### config.mk
export PLATFORM = sky130hd
export DESIGN_NAME = hazard_controller_flat
export DESIGN_NICKNAME = d
export VERILOG_FILES = /design/src/rtl/hazard_pkg.sv /design/src/rtl/hazard_controller_if.sv /design/src/rtl/sat_counter.sv /design/src/rtl/hazard_controller.sv /design/src/flat_wrapper.sv
export SDC_FILE = /design/constraint.sdc
export NUM_CORES = 1
export LEC_CHECK = 0
export ABC_CLOCK_PERIOD_IN_PS = 3190
export CAP_MARGIN = 20
export CORE_MARGIN = 3
export CORE_UTILIZATION = 51
export CTS_CLUSTER_DIAMETER = 200
export CTS_CLUSTER_SIZE = 28
export DETAILED_ROUTE_END_ITERATION = 8
export HOLD_SLACK_MARGIN = 0.06
export PLACE_DENSITY_LB_ADDON = 0.12
export SLEW_MARGIN = 20
export SYNTH_ARGS = -nofsm -noshare
export SYNTH_HDL_FRONTEND = slang
export SYNTH_SLANG_ARGS = --single-unit
export TNS_END_PERCENT = 10
### constraint.sdc
create_clock -name clk -period 3.19 [get_ports clk]
set_clock_uncertainty 0.15 [all_clocks]
set_input_delay 0.4785 -clock clk [delete_from_list [all_inputs] [get_ports clk]]
set_output_delay 0.4785 -clock clk [all_outputs]
set_load 0.005 [all_outputs]
### src/rtl/hazard_pkg.sv
// hazard_pkg: shared types and constants for the pipeline hazard controller
package hazard_pkg;
    typedef enum logic {RUN, MEM_WAIT} hz_state_t;
    localparam logic [4:0] XZR = 5'd31;
endpackage

### src/rtl/hazard_controller_if.sv
// hazard_controller_if: pipeline-side hazard inputs and sequencing/perf outputs
interface hazard_controller_if #(parameter int CNT_W = 16);
    logic [4:0]       AddrA_ID;
    logic [4:0]       AddrB_ID;
    logic [4:0]       Rd_EX;
    logic             MemRead_EX;
    logic             BrTaken_EX;
    logic             dmem_req;
    logic             dmem_ready;
    logic             PC_en;
    logic             IF_ID_en;
    logic             ID_EX_en;
    logic             EX_MEM_en;
    logic             IF_ID_flush;
    logic             ID_EX_bubble;
    logic             MEM_WB_bubble;
    logic [CNT_W-1:0] stall_cycles;
    logic [CNT_W-1:0] flush_count;
    logic             mem_timeout;
    modport master (
        output AddrA_ID, AddrB_ID, Rd_EX, MemRead_EX, BrTaken_EX, dmem_req, dmem_ready,
        input  PC_en, IF_ID_en, ID_EX_en, EX_MEM_en, IF_ID_flush, ID_EX_bubble, MEM_WB_bubble,
        input  stall_cycles, flush_count, mem_timeout
    );
    modport slave (
        input  AddrA_ID, AddrB_ID, Rd_EX, MemRead_EX, BrTaken_EX, dmem_req, dmem_ready,
        output PC_en, IF_ID_en, ID_EX_en, EX_MEM_en, IF_ID_flush, ID_EX_bubble, MEM_WB_bubble,
        output stall_cycles, flush_count, mem_timeout
    );
endinterface

### src/rtl/sat_counter.sv
// sat_counter: W-bit up-counter that holds at all-ones instead of wrapping
module sat_counter #(
    parameter int W = 16
) (
    input  logic         clk,
    input  logic         reset_n,
    input  logic         inc,
    output logic [W-1:0] q
);
    // increment on request unless already saturated
    always_ff @(posedge clk or negedge reset_n) begin
        if (!reset_n) q <= '0;
        else if (inc && !(&q)) q <= q + W'(1);
    end
endmodule

### src/rtl/hazard_controller.sv
// hazard_controller: load-use / taken-branch / dmem-wait sequencing with perf counters
module hazard_controller
    import hazard_pkg::*;
#(
    parameter int CNT_W        = 16,
    parameter int WAIT_TIMEOUT = 255
) (
    input logic          clk,
    input logic          reset_n,
    hazard_controller_if.slave hz
);
    hz_state_t        r_state;
    hz_state_t        w_state_nxt;
    logic [CNT_W-1:0] r_wait_cnt;
    logic [CNT_W-1:0] w_wait_nxt;
    logic             r_timeout;
    logic             w_load_use;
    logic             w_mem_stall;
    logic             w_freeze;
    logic             w_branch;
    logic             w_lu_stall;

    assign w_load_use  = hz.MemRead_EX && (hz.Rd_EX != XZR) &&
                         (hz.AddrA_ID == hz.Rd_EX || hz.AddrB_ID == hz.Rd_EX);
    assign w_mem_stall = hz.dmem_req && !hz.dmem_ready;
    // whole pipe freezes on a new miss in RUN, or while still waiting in MEM_WAIT
    assign w_freeze    = (r_state == RUN) ? w_mem_stall : !hz.dmem_ready;
    // branch beats load-use; neither acts while frozen since EX is held
    assign w_branch    = !w_freeze && hz.BrTaken_EX;
    assign w_lu_stall  = !w_freeze && !hz.BrTaken_EX && w_load_use;
    assign w_wait_nxt  = (r_state == RUN) ? CNT_W'(1) : (&r_wait_cnt ? r_wait_cnt : r_wait_cnt + CNT_W'(1));

    // state register
    always_ff @(posedge clk or negedge reset_n) begin
        if (!reset_n) r_state <= RUN;
        else r_state <= w_state_nxt;
    end

    // next state: sit in MEM_WAIT exactly as long as memory is outstanding
    always_comb begin
        w_state_nxt = w_freeze ? MEM_WAIT : RUN;
    end

    // Mealy strobes, all forced inactive while reset is asserted
    always_comb begin
        hz.PC_en         = reset_n && !w_freeze && !w_lu_stall;
        hz.IF_ID_en      = reset_n && !w_freeze && !w_lu_stall;
        hz.ID_EX_en      = reset_n && !w_freeze;
        hz.EX_MEM_en     = reset_n && !w_freeze;
        hz.IF_ID_flush   = reset_n && w_branch;
        hz.ID_EX_bubble  = reset_n && (w_branch || w_lu_stall);
        hz.MEM_WB_bubble = reset_n && w_freeze;
    end

    // wait length tracking and sticky timeout flag
    always_ff @(posedge clk or negedge reset_n) begin
        if (!reset_n) begin
            r_wait_cnt <= '0;
            r_timeout  <= 1'b0;
        end else if (w_freeze) begin
            r_wait_cnt <= w_wait_nxt;
            if (w_wait_nxt >= CNT_W'(WAIT_TIMEOUT)) r_timeout <= 1'b1;
        end
    end

    assign hz.mem_timeout = r_timeout;

    sat_counter #(.W(CNT_W)) u_stall_cnt (
        .clk     (clk),
        .reset_n (reset_n),
        .inc     (!hz.PC_en),
        .q       (hz.stall_cycles)
    );

    sat_counter #(.W(CNT_W)) u_flush_cnt (
        .clk     (clk),
        .reset_n (reset_n),
        .inc     (w_branch),
        .q       (hz.flush_count)
    );
endmodule

### src/flat_wrapper.sv
// flat-port wrapper written by rule: the top's interface ports become plain ports
module hazard_controller_flat import hazard_pkg::*;
#(
    parameter int CNT_W        = 16,
    parameter int WAIT_TIMEOUT = 255
)
  (clk, reset_n, hz_AddrA_ID, hz_AddrB_ID, hz_Rd_EX, hz_MemRead_EX, hz_BrTaken_EX, hz_dmem_req, hz_dmem_ready, hz_PC_en, hz_IF_ID_en, hz_ID_EX_en, hz_EX_MEM_en, hz_IF_ID_flush, hz_ID_EX_bubble, hz_MEM_WB_bubble, hz_stall_cycles, hz_flush_count, hz_mem_timeout);
  hazard_controller_if #(.CNT_W(CNT_W)) hz_i ();
  input logic clk;
  input logic reset_n;
  input wire logic [$bits(hz_i.AddrA_ID)-1:0] hz_AddrA_ID;
  input wire logic [$bits(hz_i.AddrB_ID)-1:0] hz_AddrB_ID;
  input wire logic [$bits(hz_i.Rd_EX)-1:0] hz_Rd_EX;
  input wire logic [$bits(hz_i.MemRead_EX)-1:0] hz_MemRead_EX;
  input wire logic [$bits(hz_i.BrTaken_EX)-1:0] hz_BrTaken_EX;
  input wire logic [$bits(hz_i.dmem_req)-1:0] hz_dmem_req;
  input wire logic [$bits(hz_i.dmem_ready)-1:0] hz_dmem_ready;
  output wire logic [$bits(hz_i.PC_en)-1:0] hz_PC_en;
  output wire logic [$bits(hz_i.IF_ID_en)-1:0] hz_IF_ID_en;
  output wire logic [$bits(hz_i.ID_EX_en)-1:0] hz_ID_EX_en;
  output wire logic [$bits(hz_i.EX_MEM_en)-1:0] hz_EX_MEM_en;
  output wire logic [$bits(hz_i.IF_ID_flush)-1:0] hz_IF_ID_flush;
  output wire logic [$bits(hz_i.ID_EX_bubble)-1:0] hz_ID_EX_bubble;
  output wire logic [$bits(hz_i.MEM_WB_bubble)-1:0] hz_MEM_WB_bubble;
  output wire logic [$bits(hz_i.stall_cycles)-1:0] hz_stall_cycles;
  output wire logic [$bits(hz_i.flush_count)-1:0] hz_flush_count;
  output wire logic [$bits(hz_i.mem_timeout)-1:0] hz_mem_timeout;
  assign hz_i.AddrA_ID = hz_AddrA_ID;
  assign hz_i.AddrB_ID = hz_AddrB_ID;
  assign hz_i.Rd_EX = hz_Rd_EX;
  assign hz_i.MemRead_EX = hz_MemRead_EX;
  assign hz_i.BrTaken_EX = hz_BrTaken_EX;
  assign hz_i.dmem_req = hz_dmem_req;
  assign hz_i.dmem_ready = hz_dmem_ready;
  assign hz_PC_en = hz_i.PC_en;
  assign hz_IF_ID_en = hz_i.IF_ID_en;
  assign hz_ID_EX_en = hz_i.ID_EX_en;
  assign hz_EX_MEM_en = hz_i.EX_MEM_en;
  assign hz_IF_ID_flush = hz_i.IF_ID_flush;
  assign hz_ID_EX_bubble = hz_i.ID_EX_bubble;
  assign hz_MEM_WB_bubble = hz_i.MEM_WB_bubble;
  assign hz_stall_cycles = hz_i.stall_cycles;
  assign hz_flush_count = hz_i.flush_count;
  assign hz_mem_timeout = hz_i.mem_timeout;
  hazard_controller #(.CNT_W(CNT_W), .WAIT_TIMEOUT(WAIT_TIMEOUT)) u_core (.clk(clk), .reset_n(reset_n), .hz(hz_i));
endmodule
Yosys cells after proc, flatten, opt, wreduce, memory -nomap -nowiden
Index checks and enable logic that the tools add are counted.
{"block": "classes", "n_addsub": 3, "mul": 0, "div_mod_pow": 0, "n_lt_le_gt_ge": 1, "n_eq_ne": 3, "shifts": 0, "muxes": 4, "bitwise_logic": 0, "reduce_logical": 26}
{"op": "$add 16x1->16 const B", "count": 3}
{"op": "$reduce_and 16->1", "count": 3}
{"op": "$mux 16", "count": 2}
{"op": "$ge 16x8->1 const B", "count": 1}
{"op": "$logic_and 1x1->1", "count": 13}
{"op": "$eq 5x5->1", "count": 2}
{"op": "$logic_not 1->1", "count": 7}
{"op": "$ne 5x5->1 const B", "count": 1}
{"op": "$logic_or 1x1->1", "count": 2}
{"op": "$mux 1", "count": 2}
{"op": "$reduce_and 2->1", "count": 1}
{"block": "word_totals", "regBits": 50, "latchBits": 0, "ram_bits": 0, "mem_bits_ro": 0, "in_bits": 21, "memories": 0}

Depth between registers and ports, before layout
{"block": "logic_depth", "word_depth": 10, "mapped_depth": 9, "mapped_depth_nobuf": 8}

By module
From an unflattened synthesis, not the netlist that was laid out.
{"block": "hier_totals", "hier_cells": 323, "hier_area_um2": 3093.0}
{"mod": "sat_counter", "n_inst": 2, "cells_each": 75, "area_each_um2": 840.8, "seq_area_each_um2": 400.4}
{"mod": "hazard_controller", "n_inst": 1, "cells_each": 173, "area_each_um2": 1411.4, "seq_area_each_um2": 450.4}

Least setup slack after synthesis
No wires, ideal clock.
{"block": "synth_timing", "path_type": "register to register", "startpoint": "reg u_core.r_wait_cnt[0]", "endpoint": "reg u_core.r_timeout (netlist: u_core.hz.mem_timeout)", "setup_ns": 0.128, "arrival_time_ns": 1.938, "path_slack_ns": 0.974, "stages_incl_launch_ff": 9, "synth_period_minus_slack_ns": 2.216, "cell_sequence": "dfrtp_1 > ha_1 > and3_1 > and2_4 > nand2_2 > mux2_4 > a2111oi_4 > a31o_1 > nand3_1"}
{"block": "synth_between", "elab_chain_cells": 5, "word_cells_on_any_way": 6, "cone_classes": "add/sub (1); order compare (1); mux (2); reduce/logical (2)"}
{"element": "start: declaration", "line_no": "hazard_controller.sv:14", "source": "logic [CNT_W-1:0] r_wait_cnt;"}
{"element": "start signal: assignment", "line_no": "hazard_controller.sv:61", "source": "r_wait_cnt <= w_wait_nxt;"}
{"element": "$add 16x1->16 / $reduce_and 16->1 (equally long branches)", "line_no": "hazard_controller.sv:31", "source": "assign w_wait_nxt = (r_state == RUN) ? CNT_W'(1) : (&r_wait_cnt ? r_wait_cnt : r_wait_cnt + CNT_W'(1));"}
{"element": "$mux 16 * (2 in series)", "line_no": "hazard_controller.sv:31"}
{"element": "$ge 16x8->1 *", "line_no": "hazard_controller.sv:62", "source": "if (w_wait_nxt >= CNT_W'(WAIT_TIMEOUT)) r_timeout <= 1'b1;"}
{"element": "$reduce_and 2->1 (no source line) *"}
{"element": "end signal: assignment", "line_no": "hazard_controller.sv:59", "source": "r_timeout <= 1'b0;"}
{"element": "end signal: assignment", "line_no": "hazard_controller.sv:62"}
{"element": "end: declaration", "line_no": "hazard_controller.sv:16", "source": "logic r_timeout;"}
Every way passes the cells marked *; elsewhere a longest branch is shown, timed or not.
A chain may end at the register's enable or synchronous reset.

Worst setup path in the final report
{"block": "layout_timing", "startpoint": "in hz_Rd_EX[1]", "endpoint": "out hz_PC_en"}
{"block": "layout_between", "elab_chain_cells": 6, "word_cells_on_any_way": 9, "cone_classes": "eq/ne (3); reduce/logical (6)"}
{"element": "start: declaration", "line_no": "flat_wrapper.sv:13", "source": "input wire logic [$bits(hz_i.Rd_EX)-1:0] hz_Rd_EX;"}
{"element": "$ne 5x5->1 / $eq 5x5->1 (equally long branches)", "line_no": "hazard_controller.sv:23, hazard_controller.sv:24"}
{"element": "$logic_and 1x1->1 / $logic_or 1x1->1 (equally long branches)", "line_no": "hazard_controller.sv:23, hazard_controller.sv:24"}
{"element": "$logic_and 1x1->1 *", "line_no": "hazard_controller.sv:23", "source": "assign w_load_use = hz.MemRead_EX && (hz.Rd_EX != XZR) &&"}
{"element": "$logic_and 1x1->1 *", "line_no": "hazard_controller.sv:30", "source": "assign w_lu_stall = !w_freeze && !hz.BrTaken_EX && w_load_use;"}
{"element": "$logic_not 1->1 *", "line_no": "hazard_controller.sv:46", "source": "hz.PC_en = reset_n && !w_freeze && !w_lu_stall;"}
{"element": "$logic_and 1x1->1 *", "line_no": "hazard_controller.sv:46"}
{"element": "end: declaration", "line_no": "flat_wrapper.sv:18", "source": "output wire logic [$bits(hz_i.PC_en)-1:0] hz_PC_en;"}
Marked as above.

==> results.tsv <==
stage	metric	value	unit
synthesis	Yosys reg bits	50	
floorplanning	die outline area	6490	µm²
timing	peak clock frequency supported by timing	338	MHz
floorplanning	# IOs	61	
route	via density per instance	5.51	
clock_network	H-tree level count	2	
run	MaxCap Viol Count	0	
cells_and_area	final antenna diode count	0	
setup_path	required time at the worst-slack endpoint	2.56	ns
floorplanning	die width	80.6	µm
synthesis	Unique masters post-synth	51	
power_and_ir_drop	static leakage	1.58	nW
status	run status	completed	
global_route	overall overflow remaining after global route	0	
setup_path	kind of end point of the critical path	primary output	
cells_and_area	fraction of final layout cells sized beyond drive strength 1	0.0966	
synthesis	commonest register cell after synthesis	sky130_fd_sc_hd__dfrtp_1	
cells_and_area	layout net count	375	
clock_network	Post-CTS Setup Inserts	0	
clock_network	TritonCTS clock tree	built	
clock_network	insertion delay to the later sink of the worst-skew pair	0.31	ns
global_route	vias in the first global route	2249	
clock_network	number of cells upsized or downsized after cts	0	
global_route	total routing resource utilization after global routing	0.209	
synthesis	number of warnings issued by yosys	0	
route	met2 wire length	3190	µm
placement	routability congestion estimate	0.813	
clock_network	root cell of the clock tree	sky130_fd_sc_hd__clkbuf_8	
setup_path	r2r setup slk	0.77	ns
setup_path	launch point of the worst reg-to-reg path	u_core.r_wait_cnt[0]	
synthesis	Synthesized Nets	311	
route	routed length on met1	2850	µm
min_path	endpoint of the worst hold path	u_core.u_stall_cnt.q[6]	
power_and_ir_drop	Final Total Pwr	0.00178	W
min_path	start point of the worst hold path	u_core.u_stall_cnt.q[6]	
setup_path	Max FO, Critical Path	3	
timing	setup-violating endpoint count in the final report	0	
route	remaining design rule violation count	0	
clock_network	clk slew on worst S/H paths	0.09	ns
setup_path	path type of the worst setup path	in -> out	
route	Starting DRT DRC Count	147	
synthesis	post-synthesis area per instance	9.88	µm²
timing	Final min period	2.96	ns
timing	setup total negative slack	0	ns
synthesis	number of cells produced by synthesis	287	
route	wire length after detailed routing	6320	µm
floorplanning	Starting Density	0.541	
power_and_ir_drop	power density normalized to cell area	492	nW/µm²
floorplanning	placeable core region	5240	µm²
synthesis	part of the Yosys area used for sequential elements	0.441	
route	sum of met3 wire segment lengths after detailed routing	222	µm
cells_and_area	area growth from synthesis to final layout	27.8	%
global_route	number of antenna violations at the first check in global routing	0	
clock_network	number of clock sinks seen by CTS	50	
timing	Pins Over Slew Limit	0	
setup_path	Worst R2R End	u_core.hz.mem_timeout	
timing	headroom to the max-slew limit	0.680	
setup_path	arrival time at the worst endpoint	2.33	ns
synthesis	proportion of register bits with asynchronous set or reset after synthesis	1.00	
timing	count of endpoints failing hold in the final timing report	0	
floorplanning	site row count	26	
route	detailed-route via count	2325	
timing	fraction of the cycle the final worst path needs	0.928	
floorplanning	height of the die	80.6	µm
global_route	first-pass GRT wire length	10700	µm
cells_and_area	post-route cell area	3620	µm²
timing	setup repair after global routing missed its margin	no	
timing	Worst Tran Pin Value	0.475	ns
clock_network	clock buffers created by TritonCTS	5	
power_and_ir_drop	Worst IR Drop VDD	0.463	mV
clock_network	Bufs on Longest Clock Path	2	
setup_path	Worst Reg2Reg Path Length in Cells	8	
min_path	Hold WC Path Type	reg -> reg	
route	final antenna-violating net count	0	
route	uppermost metal layer occupied by signal nets	met4	
min_path	hold-critical path depth	1	
placement	Cell Area, Placed	3500	µm²
route	Initial DRT Pass Iterations	4	
synthesis	number of enable-type register cells in the synthesized netlist	0	
placement	port bufs	60	
setup_path	crit start category	input port	
clock_network	# hold bufs at CTS	1	
global_route	pin count of the biggest net entering global routing	30	
route	post-detailed-route wirelength per cell	15.0	µm
placement	sum of net half-perimeters after detailed placement	4660	µm
synthesis	Cell Area, Synth	2840	µm²
## metal layers
layer | GRT usage | vias to the layer above
met5 | 0 | -
met4 | 0.0507 | 0
met3 | 0.0426 | 5
met2 | 0.335 | 47
met1 | 0.289 | 1126
li1 | - | 1147
## worst max path at each step
stage	start	to	slack [ns]	cells after the start
6_report	hz_Rd_EX[1]	hz_PC_en	0.23	7
5_1_grt	hz_Rd_EX[4]	hz_PC_en	0.1	7
4_1_cts	hz_Rd_EX[3]	hz_PC_en	0.21	7
3_5_place_dp	hz_Rd_EX[1]	hz_PC_en	0.21	7
3_3_place_gp	hz_Rd_EX[3]	hz_IF_ID_en	0.27	7
2_1_floorplan	u_core.r_wait_cnt[0]	u_core.hz.mem_timeout	0.97	8
## state kept, by name (all words and copies together) (netlist names)
signal and count:
u_core.hz.mem_timeout 1, u_core.r_state 1, u_core.u_stall_cnt.q 16, u_core.u_flush_cnt.q 16, u_core.r_wait_cnt 16
## synth_stat cells (2+ instances only)
| cell | n | area share |
|---|---|---|
| sky130_fd_sc_hd__and3_1 | 11 | 0.024 |
| sky130_fd_sc_hd__buf_4 | 2 | 0.0053 |
| sky130_fd_sc_hd__nor2_1 | 22 | 0.029 |
| sky130_fd_sc_hd__o21ai_0 | 11 | 0.019 |
| sky130_fd_sc_hd__nor2b_1 | 2 | 0.0044 |
| sky130_fd_sc_hd__nand2_1 | 31 | 0.041 |
| sky130_fd_sc_hd__ha_1 | 3 | 0.013 |
| sky130_fd_sc_hd__xnor2_1 | 26 | 0.080 |
| sky130_fd_sc_hd__a22o_1 | 6 | 0.019 |
| sky130_fd_sc_hd__a41oi_1 | 3 | 0.0093 |
| sky130_fd_sc_hd__a21o_1 | 3 | 0.0079 |
| sky130_fd_sc_hd__nand4_1 | 16 | 0.035 |
| sky130_fd_sc_hd__nor3_1 | 3 | 0.0053 |
| sky130_fd_sc_hd__clkbuf_1 | 4 | 0.0053 |
| sky130_fd_sc_hd__xor2_1 | 16 | 0.049 |
| sky130_fd_sc_hd__nand2b_1 | 2 | 0.0044 |
| sky130_fd_sc_hd__buf_2 | 2 | 0.0035 |
| sky130_fd_sc_hd__a21oi_1 | 9 | 0.016 |
| sky130_fd_sc_hd__dfrtp_1 | 50 | 0.44 |
| sky130_fd_sc_hd__and4_4 | 2 | 0.0079 |
| sky130_fd_sc_hd__and4_1 | 2 | 0.0062 |
| sky130_fd_sc_hd__mux2_2 | 5 | 0.020 |
| sky130_fd_sc_hd__nand3_1 | 17 | 0.030 |
| sky130_fd_sc_hd__a22o_2 | 2 | 0.0071 |
| sky130_fd_sc_hd__inv_1 | 10 | 0.013 |
| sky130_fd_sc_hd__and2_4 | 2 | 0.0062 |
## layout make-up
type,count,area (µm²)
Timing Repair Buffer,66,643
Tap cell,70,87.6
Inverter,10,37.5
Clock inverter,2,37.5
Multi-Input combinational cell,218,1500
Fill cell,415,1610
Sequential cell,50,1250
Clock buffer,6,72.6
## worst max-delay path, cell delays in order
cell	delay, ns
sky130_fd_sc_hd__clkdlybuf4s50_1	0.47
sky130_fd_sc_hd__xor2_1	0.19
sky130_fd_sc_hd__nor3_1	0.18
sky130_fd_sc_hd__a22oi_1	0.16
sky130_fd_sc_hd__o31ai_4	0.30
sky130_fd_sc_hd__inv_1	0.09
sky130_fd_sc_hd__clkdlybuf4s50_1	0.45
## report_power, final
group / internal (W) / switching, W / total (W)
Combinational: 0.000291 / 0.000185 / 0.000476
Clock: 0.000234 / 0.000220 / 0.000454
Sequential: 0.000727 / 0.000127 / 0.000854
## layout by cell type, fill, tap and decap left out, drive strengths merged, types with 4 or more instances in the layout
| master | n |
|---|---|
| nand3 | 17 |
| a22o | 8 |
| and4 | 4 |
| clkbuf | 6 |
| xor2 | 16 |
| mux2 | 7 |
| clkdlybuf4s50 | 59 |
| nand4 | 16 |
| xnor2 | 26 |
| and3 | 12 |
| dfrtp | 50 |
| nor3 | 4 |
| o21ai | 12 |
| nand2 | 32 |
| inv | 10 |
| a21oi | 9 |
| and2 | 4 |
| buf | 6 |
| nor2 | 22 |
## logic make-up after synthesis
kind of cell / share of synthesized area
buf+inv: 0.0313
xor+xnor: 0.130
simple gates: 0.214
mux: 0.0327
fa+ha+maj: 0.0132
flops: 0.441
compound gates: 0.138
## through the flow
step                      hold WS (ns)  worst slack [ns]  cells   util
after global placement           0.325             0.270    413  0.669
after CTS                        0.347             0.212    422  0.692
after global routing             0.366            0.0995    422  0.692
after detailed placement         0.329             0.213    413  0.669
final                            0.341             0.230    422  0.692
after floorplan                 0.0329             0.974    287      -
(Power assumes the default switching activity.)
